--- config.mk ---
export PLATFORM = sky130hd
export DESIGN_NAME = unlock_entry_ctrl
export DESIGN_NICKNAME = d
export VERILOG_FILES = /design/src/rtl/unlock_entry_ctrl.sv
export SDC_FILE = /design/constraint.sdc
export NUM_CORES = 1
export LEC_CHECK = 0
export ABC_AREA = 1
export CAP_MARGIN = 30
export CORE_UTILIZATION = 30
export DETAILED_ROUTE_END_ITERATION = 16
export PLACE_DENSITY = 0.62
export SYNTH_ARGS = -nofsm -noshare
export SYNTH_HDL_FRONTEND = slang
export SYNTH_SLANG_ARGS = --single-unit
--- constraint.sdc ---
create_clock -name clk -period 3.3 [get_ports clk]
set_clock_uncertainty 0.2 [all_clocks]
set_input_delay 0.66 -clock clk [delete_from_list [all_inputs] [get_ports clk]]
set_output_delay 0.66 -clock clk [all_outputs]
set_load 0.005 [all_outputs]
--- src/rtl/unlock_entry_ctrl.sv ---
// Keypad entry sequencer for the unlocker: buffers 4 username + 4 password nibbles and tracks failed logins.
// Optional timed lockout after repeated failures is built when LOCKOUT_EN is defined.
module unlock_entry_ctrl #(
    parameter int MAX_FAILS      = 3,
    parameter int LOCKOUT_CYCLES = 1000,
    parameter int CNT_W          = 20
) (
    input  logic        clk,
    input  logic        rst,
    input  logic        digit_valid,
    input  logic [3:0]  digit_val,
    input  logic        btn_back,
    input  logic        btn_clear,
    input  logic        reset_count,
    input  logic        flag,
    input  logic        lock,
    output logic [3:0]  input_count,
    output logic [15:0] user_name,
    output logic [15:0] password,
    output logic        flag_resolve,
    output logic [3:0]  fail_count,
    output logic        lockout
);

    if (MAX_FAILS < 1 || MAX_FAILS > 15 || CNT_W < 1 || CNT_W > 30 ||
        LOCKOUT_CYCLES < 1 || LOCKOUT_CYCLES >= (1 << CNT_W)) begin : g_param_check
        $error("unlock_entry_ctrl: parameter out of range");
    end

    typedef enum logic [1:0] {S_ENTRY, S_FULL, S_LOCKOUT} state_t;

    state_t      state_q, state_d;
    logic [3:0]  count_q, count_d;
    logic [31:0] entry_q, entry_d;   // {password, user_name}, nibble k at [4k+:4]
    logic [3:0]  fail_q, fail_d;
    logic        fr_q, fr_d;
    logic        rc_q, fl_q, lk_q;
    logic        rc_rise, fl_rise, unlk, trip;
    logic [3:0]  fail_inc, back_idx;

    assign rc_rise  = reset_count & ~rc_q;
    assign fl_rise  = flag & ~fl_q;
    assign unlk     = ~lock & lk_q;
    assign fail_inc = (fail_q == 4'hF) ? fail_q : fail_q + 4'd1;
    assign back_idx = count_q - 4'd1;

`ifdef LOCKOUT_EN
    logic [CNT_W-1:0] lo_cnt_q, lo_cnt_d;
    logic             lockout_q;
    logic             lo_done;

    assign trip    = lock & (fail_inc >= 4'(MAX_FAILS));
    assign lo_done = (lo_cnt_q == '0);
    assign lockout = lockout_q;
`else
    assign trip    = 1'b0;
    assign lockout = 1'b0;
`endif

    always_ff @(posedge clk) begin
        if (rst) state_q <= S_ENTRY;
        else     state_q <= state_d;
    end

    always_comb begin
        state_d = state_q;
        if (state_q == S_LOCKOUT) begin
`ifdef LOCKOUT_EN
            if (lo_done) state_d = S_ENTRY;
`endif
        end else if (rc_rise) begin
            state_d = S_ENTRY;
        end else if (fl_rise) begin
            state_d = trip ? S_LOCKOUT : S_ENTRY;
        end else if (btn_clear || btn_back) begin
            state_d = S_ENTRY;
        end else if (digit_valid && state_q == S_ENTRY && count_q == 4'd7) begin
            state_d = S_FULL;
        end
    end

    always_comb begin
        count_d = count_q;
        entry_d = entry_q;
        fail_d  = fail_q;
        fr_d    = 1'b0;
`ifdef LOCKOUT_EN
        lo_cnt_d = lo_cnt_q;
`endif
        if (state_q == S_LOCKOUT) begin
            // buffers are already empty here; only failure counting and the timer run
            if (fl_rise && lock) fail_d = fail_inc;
`ifdef LOCKOUT_EN
            if (lo_done) begin
                fail_d = '0;
                fr_d   = ~fr_q;
            end else begin
                lo_cnt_d = lo_cnt_q - CNT_W'(1);
            end
`endif
        end else if (rc_rise) begin
            count_d = '0;
            entry_d = '0;
        end else if (fl_rise) begin
            count_d = '0;
            entry_d = '0;
            if (lock) fail_d = fail_inc;
`ifdef LOCKOUT_EN
            if (trip) lo_cnt_d = CNT_W'(LOCKOUT_CYCLES - 1);
`endif
        end else if (btn_clear) begin
            count_d = '0;
            entry_d = '0;
            fr_d    = flag & ~fr_q;
        end else if (btn_back) begin
            if (count_q != 4'd0) begin
                count_d = back_idx;
                entry_d[{back_idx[2:0], 2'b00} +: 4] = 4'd0;
            end
        end else if (digit_valid && state_q == S_ENTRY) begin
            entry_d[{count_q[2:0], 2'b00} +: 4] = digit_val;
            count_d = count_q + 4'd1;
        end
        if (unlk) fail_d = '0;
    end

    always_ff @(posedge clk) begin
        if (rst) begin
            count_q <= '0;
            entry_q <= '0;
            fail_q  <= '0;
            fr_q    <= 1'b0;
            rc_q    <= 1'b0;
            fl_q    <= 1'b0;
            lk_q    <= 1'b1;
        end else begin
            count_q <= count_d;
            entry_q <= entry_d;
            fail_q  <= fail_d;
            fr_q    <= fr_d;
            rc_q    <= reset_count;
            fl_q    <= flag;
            lk_q    <= lock;
        end
    end

`ifdef LOCKOUT_EN
    always_ff @(posedge clk) begin
        if (rst) begin
            lo_cnt_q  <= '0;
            lockout_q <= 1'b0;
        end else begin
            lo_cnt_q  <= lo_cnt_d;
            lockout_q <= (state_d == S_LOCKOUT);
        end
    end
`endif

    assign input_count  = count_q;
    assign user_name    = entry_q[15:0];
    assign password     = entry_q[31:16];
    assign flag_resolve = fr_q;
    assign fail_count   = fail_q;

endmodule

==> results.txt <==
routed length per instance - 11.59 um
IR drop worst, VDD - 148.3 uV
sum of buffers and inverters on the critical path - 2
setup TNS - 0 ns
crit-path most repeated cell - nand2_1
CTS clk-pin slew, worst paths - 0.08 ns
DR vias - 2614
Synth area leaders - dfxtp_1 34%, nand2_1 18%, nor2_1 13%, inv_1 6.5%, nand3_1 6.4%
critical path type - reg2reg
Row Count - 33
top_reg_cell synth - dfxtp_1
IO Count - 54
CTS buffer count - 5
Hold Vio Cnt, Final - 0
CTS Hold Buffers Added - 0
Final #Nets - 497
critical path data required time - 3.29 ns
clk sinks - 45
Unique masters post-synth - 31
Syn Nets - 444
Die ar. - 9227 sq um
die span in y - 96.06 um
via-per-instance ratio - 4.499
Leakage - 1.671 nW
Initial Util - 31.66%
final instance area - 3346 sq um
vias in the first global route - 2548
number of DRC markers in iteration 0 - 93
Tcrit/Tclk final - 80.89%
syn_area_per_cell - 6.289 sq um
clock latency on the worst-skew pair - 0.29 ns
worst-case reg-to-reg path depth - 11
WL final - 6.731 mm
Worst Hold Class - reg2reg
Die Wd - 96.06 um
post-synthesis sequential area ratio - 33.95%
async set-reset flop share out of synthesis - 0%
largest area contributor in the netlist - dfxtp_1
Post-synth EDFFs - 0
Clock Tree Root - clkbuf_8
critical-path cell list - inv_2 > ha_1 > ha_1 > nor3_1 > nand2_1 > nand2_1 > nand2_1 > nor2_2 > inv_1 > nor2_1 > nor2_1
most common cell in the netlist - nand2_1
status - complete, no violations
Crit path max-delay family - simple AND/OR/NAND/NOR gates
crit path time final - 2.669 ns
worst hold path stage count - 1
layout cell share with drive strength beyond 1 - 7.353%
ant diodes - 0
Seq cells post-synth - 45
CTS tree - built
max incr delay on CP - 0.56 ns
critical path fanouts, max - 11
Peak Freq - 374.6 MHz
first-pass GRT wire length - 11.38 mm
Cells after DPL - 573
detailed-route DRC error count - 0
Core ar. - 8382 sq um
number of antenna violations at the first check in global routing - 0
dpl hpwl - 5.220 mm
Post-Place Cell Area - 3262 sq um
Slew @ Worst Pin - 0.5866 ns
DR pass1 iterations - 4
Max-slew headroom - 60.75%
Layout area overhead - 26.07%
Yosys warnings - 0
maxcap violations - 0
Crit. End Element - flip-flop
Post-Syn Instances - 422
top cells by instance count after synthesis - 127 x nand2_1, 92 x nor2_1, 46 x inv_1, 45 x dfxtp_1, 34 x nand3_1
GRT overflow - 0
Power Total - 1.287 mW
worst setup margin - 0.6307 ns
Crit path arrival time - 2.66 ns
fin. max-slew vios - 0
postcts setup bufs - 0
pwr dens - 384.8 nW/um^2
crit start category - flip-flop
CTS H-Tree Depth - 2
pre-CTS setup slack - 0.6083 ns
Antenna Nets Post-Route - 0
largest net degree at the start of global routing - 34
routability cong. - 0.9058
All-Layer GR Usage - 15.89%
buffers added on ports - 52
Slowest cell on crit path - dfxtp_1
synthesized area - 2654 sq um
final setup fails - 0
non-filler cells, final - 581
number of gates resized after cts - 0
RSZ-0062 raised after global routing - false
share of the synthesized area in the top cell type - 33.95%
CTS max path bufs - 2
CP Depth - 11
## layout by cell type (no fill, tap or decap), types with 3 or more instances in the layout
| cell type | instances |
|---|---|
| nand4_1 | 3 |
| nor2_1 | 92 |
| o21ai_0 | 11 |
| nand2_2 | 4 |
| nand2_1 | 127 |
| ha_1 | 10 |
| nand3_1 | 34 |
| nor2_2 | 6 |
| clkdlybuf4s50_1 | 52 |
| clkbuf_8 | 5 |
| o21ai_1 | 3 |
| dfxtp_1 | 45 |
| inv_2 | 5 |
| nor2_4 | 7 |
| inv_1 | 46 |
| a21oi_1 | 8 |
## routing by layer
metal / up-vias / global-route usage [%] / part of all wire, %
met5: - / 0 / 0
met4: 0 / 2.612 / 0.37
met3: 4 / 2.923 / 5.4
met2: 60 / 27.72 / 45
met1: 1150 / 20.55 / 49
li1: 1400 / - / -
## area by class of cell
cell class,count,area (sq um)
fillers,918,5036
multi-input cells,318,1506
flip-flops and latches,45,900.9
repair buffers,53,528.0
inverters,52,195.2
well taps,105,131.4
clock buffers,7,76.32
clock inverters,1,7.507
## final timing paths
| path | startpoint | end | slack [ns] |
|---|---|---|---|
| max | input_count[0] | entry_q[2] | 0.63 |
| min | flag_resolve | flag_resolve | 0.22 |
| max reg2reg | input_count[0] | entry_q[2] | 0.63 |
| min reg2reg | flag_resolve | flag_resolve | 0.22 |
## sequential cells by signal, summed over array words and instances (netlist names)
name	count
rc_q	1
fail_count	4
input_count	4
flag_resolve	1
fl_q	1
entry_q	32
state_q	1
lk_q	1
## kinds of logic after synthesis
| kind of cell | share of synthesized area, % |
|---|---|
| flops | 33.95 |
| other cells | 0.1413 |
| simple gates | 46.96 |
| compound gates | 4.951 |
| buf+inv | 9.288 |
| fa+ha+maj | 4.715 |
## where the power goes
group | internal (mW) | switching (mW)
Clock | 0.150 | 0.192
Combinational | 0.142 | 0.202
Sequential | 0.578 | 0.0223
## metrics by stage
stage | util (%) | hold slack (ns)
floorplan | - | 0.2228
global placement | 38.92 | 0.2148
detailed placement | 38.92 | 0.2134
CTS | 39.92 | 0.2254
global route | 39.92 | 0.2578
finish | 39.92 | 0.2244
No activity file was read; power rests on OpenSTA's default activity.
==> RTL change 1, RTL diff (same flow settings) <==
Re-encode `state_t` (3 states) as one-hot, 3 bits wide.
--- a/src/rtl/unlock_entry_ctrl.sv
+++ b/src/rtl/unlock_entry_ctrl.sv
@@ -27,7 +27,7 @@
         $error("unlock_entry_ctrl: parameter out of range");
     end
 
-    typedef enum logic [1:0] {S_ENTRY, S_FULL, S_LOCKOUT} state_t;
+    typedef enum logic [2:0] {S_ENTRY = 3'b001, S_FULL = 3'b010, S_LOCKOUT = 3'b100} state_t;
 
     state_t      state_q, state_d;
     logic [3:0]  count_q, count_d;
Function: no difference found for any inputs over 4 cycles, from zero or initial values and one cycle with rst high; so few cycles prove little.
==> RTL change 1 against the original RTL <==
Via count up 4.1%. Critical path type unchanged. Worst setup slack better by 0.015 ns. Core utilization decreased by 0.72 points. Routed wire length up 4.9%. Count of clock-buffer cells in the layout down 1. Sequential cell count up 1. Largest power group unchanged. Power up 2.2%. Final area is 2.7% higher. Area after synthesis up 3.0%.
==> RTL change 1: results (changes against the original RTL) <==
| Metric | Value |
|---|---|
| Syn nets | 463 (+4.3%) |
| Post-Synthesis Cells | 441 (+4.5%) |
| Worst skew pair latency | 0.30 ns |
| Final nets | 516 (+3.8%) |
| DRT iter0 DRCs | 132 (+42%) |
| Cts repair resizes | 0 (unchanged) |
| DP HPWL | 5.366 mm (+2.8%) |
| Post-CTS Setup Bufs | 0 (unchanged) |
| Wire length per cell | 11.71 um (+1.0%) |
| PortBufs | 52 (unchanged) |
| Root Buffer | clkbuf_8 |
| Ys Warns | 0 (unchanged) |
| Cell total after placement | 595 (+3.8%) |
| Overall Global Routing Usage | 0.1538 (-0.005046) |
| Placed Area | 0.003348 mm2 (+2.6%) |
| H-tree depth | 2 (unchanged) |
| Vias in the first global route | 2,601 (+2.1%) |
| Pleak | 1.673 nW (about the same) |
| Final GP Congestion | 0.8767 (-3.2%) |
| Largest net degree at the start of global routing | 35 (+2.9%) |
| Via-per-instance ratio | 4.511 (+0.26%) |
| First-pass GRT wire length | 12.03 mm (+5.8%) |
| Post-synthesis cell type count | 29 (-6.5%) |
| # fillers | 957 (+4.2%) |
| Fraction of layout cells with a size suffix above 1 | 0.07677 (+0.003238) |
| EDFF count, synth | 0 (unchanged) |
| Post-synth top cells | nand2_1 (131), nor2_1 (102), inv_1 (51) |
| WL final | 7.059 mm (+4.9%) |
| Crit path max fanout | 9 (-2) |
| Diode count | 0 (unchanged) |
| Critical path startpoint | input_count[0] |
| DRT Pass-1 Iters | 4 (unchanged) |
| Top cells by area, synth | dfxtp_1 (34%), nand2_1 (18%), nor2_1 (14%), inv_1 (7.0%), nand3_1 (5.1%) |
| TritonCTS buffer count | 5 (unchanged) |
| Endpoints failing setup | 0 (unchanged) |
| VDD IR-drop max | 200.1 uV (+35%) |
| Worst Path Arrival | 2.65 ns (about the same) |
| Status | finished, final reports clean |
| Register area share after synthesis | 0.3368 (-0.002620) |
| CTS Buffer Depth | 2 (unchanged) |
| Initial antenna violation count | 0 (unchanged) |
| Hold path startpoint | flag_resolve |
## RTL change 1: changes by cell type in the layout (fill, tap and decap cells not counted), sizes merged, moves of 2 or more
cell	change
a21oi	+2
clkinv	+2
inv	+6
nand2	+5
nand3	-3
nor2	+8
nor3	+3
o21ai	-2
## RTL change 1: kinds of logic after synthesis
family	synth area share
fa+ha+maj	0.04577
simple gates	0.4728
flops	0.3368
compound gates	0.04577
other cells	0.001372
buf+inv	0.09748
## RTL change 1: metal layers
| metal | vias up | track usage | share of wire |
|---|---|---|---|
| met5 | - | 0 | 0 |
| met4 | 0 | 0.03959 | 0.0079 |
| met3 | 5 | 0.02518 | 0.041 |
| met2 | 54 | 0.2690 | 0.46 |
| met1 | 1212 | 0.1953 | 0.50 |
| li1 | 1449 | - | - |
## RTL change 1: final timing paths
| check | depth (start not counted) | end | slack (ns) |
|---|---|---|---|
| worst max-delay path | 13 | entry_q[27] | 0.65 |
| worst min-delay path | 1 | flag_resolve | 0.22 |
| worst max register to register | 13 | entry_q[27] | 0.65 |
| worst min register to register | 1 | flag_resolve | 0.22 |
## RTL change 1: final cells by class
| type | instances | share of cell area |
|---|---|---|
| clock buffer | 6 | 0.02113 |
| clock inverter | 2 | 0.004007 |
| inverter | 58 | 0.06339 |
| multi-input combinational | 330 | 0.4503 |
| sequential | 46 | 0.2681 |
| tap | 108 | 0.03934 |
| timing repair buffer | 53 | 0.1537 |
## RTL change 1: power by group
group / switching [mW] / internal, mW / leakage [nW]
Sequential: 0.0233 / 0.590 / 0.376
Combinational: 0.208 / 0.146 / 1.25
Clock: 0.199 / 0.150 / 0.0452
## RTL change 1: stage by stage
step | util | hold WS [ns] | power (mW) | setup WS [ns]
detailed placement | 0.3821 | 0.2145 | 0.9790 | 0.6736
global route | 0.3919 | 0.2383 | 1.398 | 0.3384
CTS | 0.3919 | 0.2284 | 1.329 | 0.6600
finish | 0.3919 | 0.2247 | 1.316 | 0.6453
floorplan | - | 0.2228 | 0.8472 | 0.8892
global placement | 0.3821 | 0.2155 | 0.9758 | 0.6990
## RTL change 1: critical path: stages (launching register included)
cell     delay (ns)
dfxtp_1        0.54
inv_2          0.13
ha_1           0.30
ha_1           0.22
inv_1          0.07
nand2_1        0.15
nor2_2         0.22
nand3_1        0.19
nand2_1        0.12
nand2_1        0.07
nor2_2         0.16
nand2_1        0.08
nand2_1        0.07
nor2_1         0.04
==> RTL change 2, RTL diff (same flow settings) <==
Made on the original files. Build with the macro `LOCKOUT_EN` defined.
--- a/src/rtl/unlock_entry_ctrl.sv
+++ b/src/rtl/unlock_entry_ctrl.sv
@@ -1,5 +1,7 @@
 // Keypad entry sequencer for the unlocker: buffers 4 username + 4 password nibbles and tracks failed logins.
 // Optional timed lockout after repeated failures is built when LOCKOUT_EN is defined.
+`define LOCKOUT_EN
+
 module unlock_entry_ctrl #(
     parameter int MAX_FAILS      = 3,
     parameter int LOCKOUT_CYCLES = 1000,
Check against the original RTL: not equivalent (Yosys sat finds a counterexample within 10 cycles, from zero or initial values and one cycle with rst high).
==> RTL change 2 against the original RTL <==
Critical path depth increased by 1. Power grew 71%. Critical path type unchanged. Worst setup slack improved by 0.078 ns. Routed wire length grew 64%. Area after synthesis is 63% higher. Final area is 58% higher. Sequential cell count is 22 higher. Clock power grew to 2.8 times the old value.
==> RTL change 2: results (changes against the original RTL) <==
| Metric | Value |
|---|---|
| Status | finished, final reports clean |
| Hold Crit Class | reg2reg |
| Overall Global Routing Usage | 0.1608 (+0.001959) |
| Crit path max fanout | 8 (-3) |
| Gr busiest metal | met2 |
| Post-CTS Setup Bufs | 0 (unchanged) |
| Post-synthesis cell type count | 39 (+26%) |
| Post-synth top cells | nand2_1 (229), nor2_1 (116), dfxtp_1 (67) |
| DRT Pass-1 Iters | 4 (unchanged) |
| Worst skew pair latency | 0.34 ns (+0.05 ns) |
| Mux contribution to synthesized area | 0 (unchanged) |
| Initial antenna violation count | 0 (unchanged) |
| WL final | 11.03 mm (+64%) |
| Top cells by area, synth | dfxtp_1 (31%), nand2_1 (20%), nor2_1 (10%), nand3_1 (5.2%), inv_1 (5.0%) |
| Vias | 4,183 (+60%) |
| Met2 usage | 0.2662 (-0.01094) |
| Biggest registers after layout | entry_q (32), lo_cnt_q (20) |
| Diode count | 0 (unchanged) |
| Compound-Gate Fraction of Synth Area | 0.08490 (+0.03540) |
| DP HPWL | 8.100 mm (+55%) |
| Vias in the first global route | 3,962 (+55%) |
| PortBufs | 53 (+1.9%) |
| TritonCTS buffer count | 9 (+4) |
| Pleak | 2.483 nW (+49%) |
| Primary FF master, synth | dfxtp_1 |
| Slew HR | 0.4674 (-0.1402) |
| CTS Buffer Depth | 2 (unchanged) |
| Met1 Use GR | 0.1973 (-0.008200) |
| Area Growth Syn to Fin | 22.52% |
| Clock slew at reported path FFs | 0.06 ns (-0.02 ns) |
| Async set or reset register ratio after synthesis | 0 (unchanged) |
| Switch share | 0.2841 (-0.03970) |
| Ys Warns | 0 (unchanged) |
| Cts repair resizes | 0 (unchanged) |
| Met3 usage | 0.04307 (+0.01385) |
| Adder-Cell Fraction of Synth Area | 0.02898 (-0.01817) |
| Fraction of layout cells with a size suffix above 1 | 0.1324 (+0.05890) |
| VDD IR-drop max | 243.4 uV (+64%) |
| H-tree depth | 3 (+1) |
| Root Buffer | clkbuf_16 |
| DRT iter0 DRCs | 174 (+87%) |
| Final nets | 757 (+52%) |
| # fillers | 1,504 (+64%) |
| Register area share after synthesis | 0.3106 (-0.02883) |
| Largest net degree at the start of global routing | 41 (+21%) |
| Final GP Congestion | 0.9015 (-0.47%) |
| First-pass GRT wire length | 18.75 mm (+65%) |
| Worst Path Arrival | 2.62 ns (-0.04 ns) |
| Post-Synth XOR/XNOR Area | 0.007824 (+0.007824) |
| Syn nets | 706 (+59%) |
-- RTL change 2: cell families (layout without fill, tap and decap cells) --
| kind of cell | Yosys count | after routing |
|---|---|---|
| fa+ha+maj | 10 | 10 |
| simple gates | 459 | 459 |
| buf+inv | 90 | 146 |
| compound gates | 55 | 55 |
| flops | 67 | 67 |
| xor+xnor | 3 | 3 |
-- RTL change 2: metal layers --
layer | share of wire | vias to the layer above
met5 | 0 | -
met4 | 0.018 | 0
met3 | 0.045 | 19
met2 | 0.47 | 73
met1 | 0.46 | 1843
li1 | - | 2248
-- RTL change 2: power by group through the flow --
stage / clock network [mW] / logic, mW / registers, mW
floorplan: 0 / 0.257 / 0.883
global placement: 0 / 0.389 / 0.883
detailed placement: 0 / 0.390 / 0.882
CTS: 0.978 / 0.393 / 0.865
global route: 1.01 / 0.441 / 0.869
finish: 0.953 / 0.390 / 0.865
-- RTL change 2: final cells by class --
class / instances / area share
multi-input cells: 527 / 0.4908
flip-flops and latches: 67 / 0.2535
repair buffers: 58 / 0.1064
inverters: 72 / 0.05109
clock buffers: 9 / 0.04257
well taps: 180 / 0.04257
clock inverters: 7 / 0.01301
-- RTL change 2: worst paths after layout --
| check | end | cells after the start | from | slack [ns] |
|---|---|---|---|---|
| min reg2reg | flag_resolve | 1 | flag_resolve | 0.24 |
| max reg2reg | entry_q[0] | 12 | input_count[1] | 0.71 |
| max | entry_q[0] | 12 | input_count[1] | 0.71 |
| min | flag_resolve | 1 | flag_resolve | 0.24 |
-- RTL change 2: critical path, stage by stage, from the launching register on --
cell,delay [ns]
dfxtp_1,0.41
inv_1,0.14
ha_1,0.27
xnor2_2,0.18
ha_1,0.35
inv_1,0.16
nand2_1,0.08
o21ai_1,0.19
nand2_1,0.12
nor2_4,0.20
nand2_1,0.07
nand2_1,0.06
nor2_1,0.06
-- RTL change 2: stage by stage --
stage                 util  hold WS, ns  instances  setup slack, ns  instance area, um2
floorplan                -       0.2177        684           0.9997                4318
global route        0.3796       0.2758        920           0.4841                5290
finish              0.3796       0.2360        920           0.7089                5290
detailed placement  0.3585       0.2334        904           0.4885                4996
CTS                 0.3796       0.2414        920           0.7018                5290
global placement    0.3585       0.2297        904           0.5433                4996
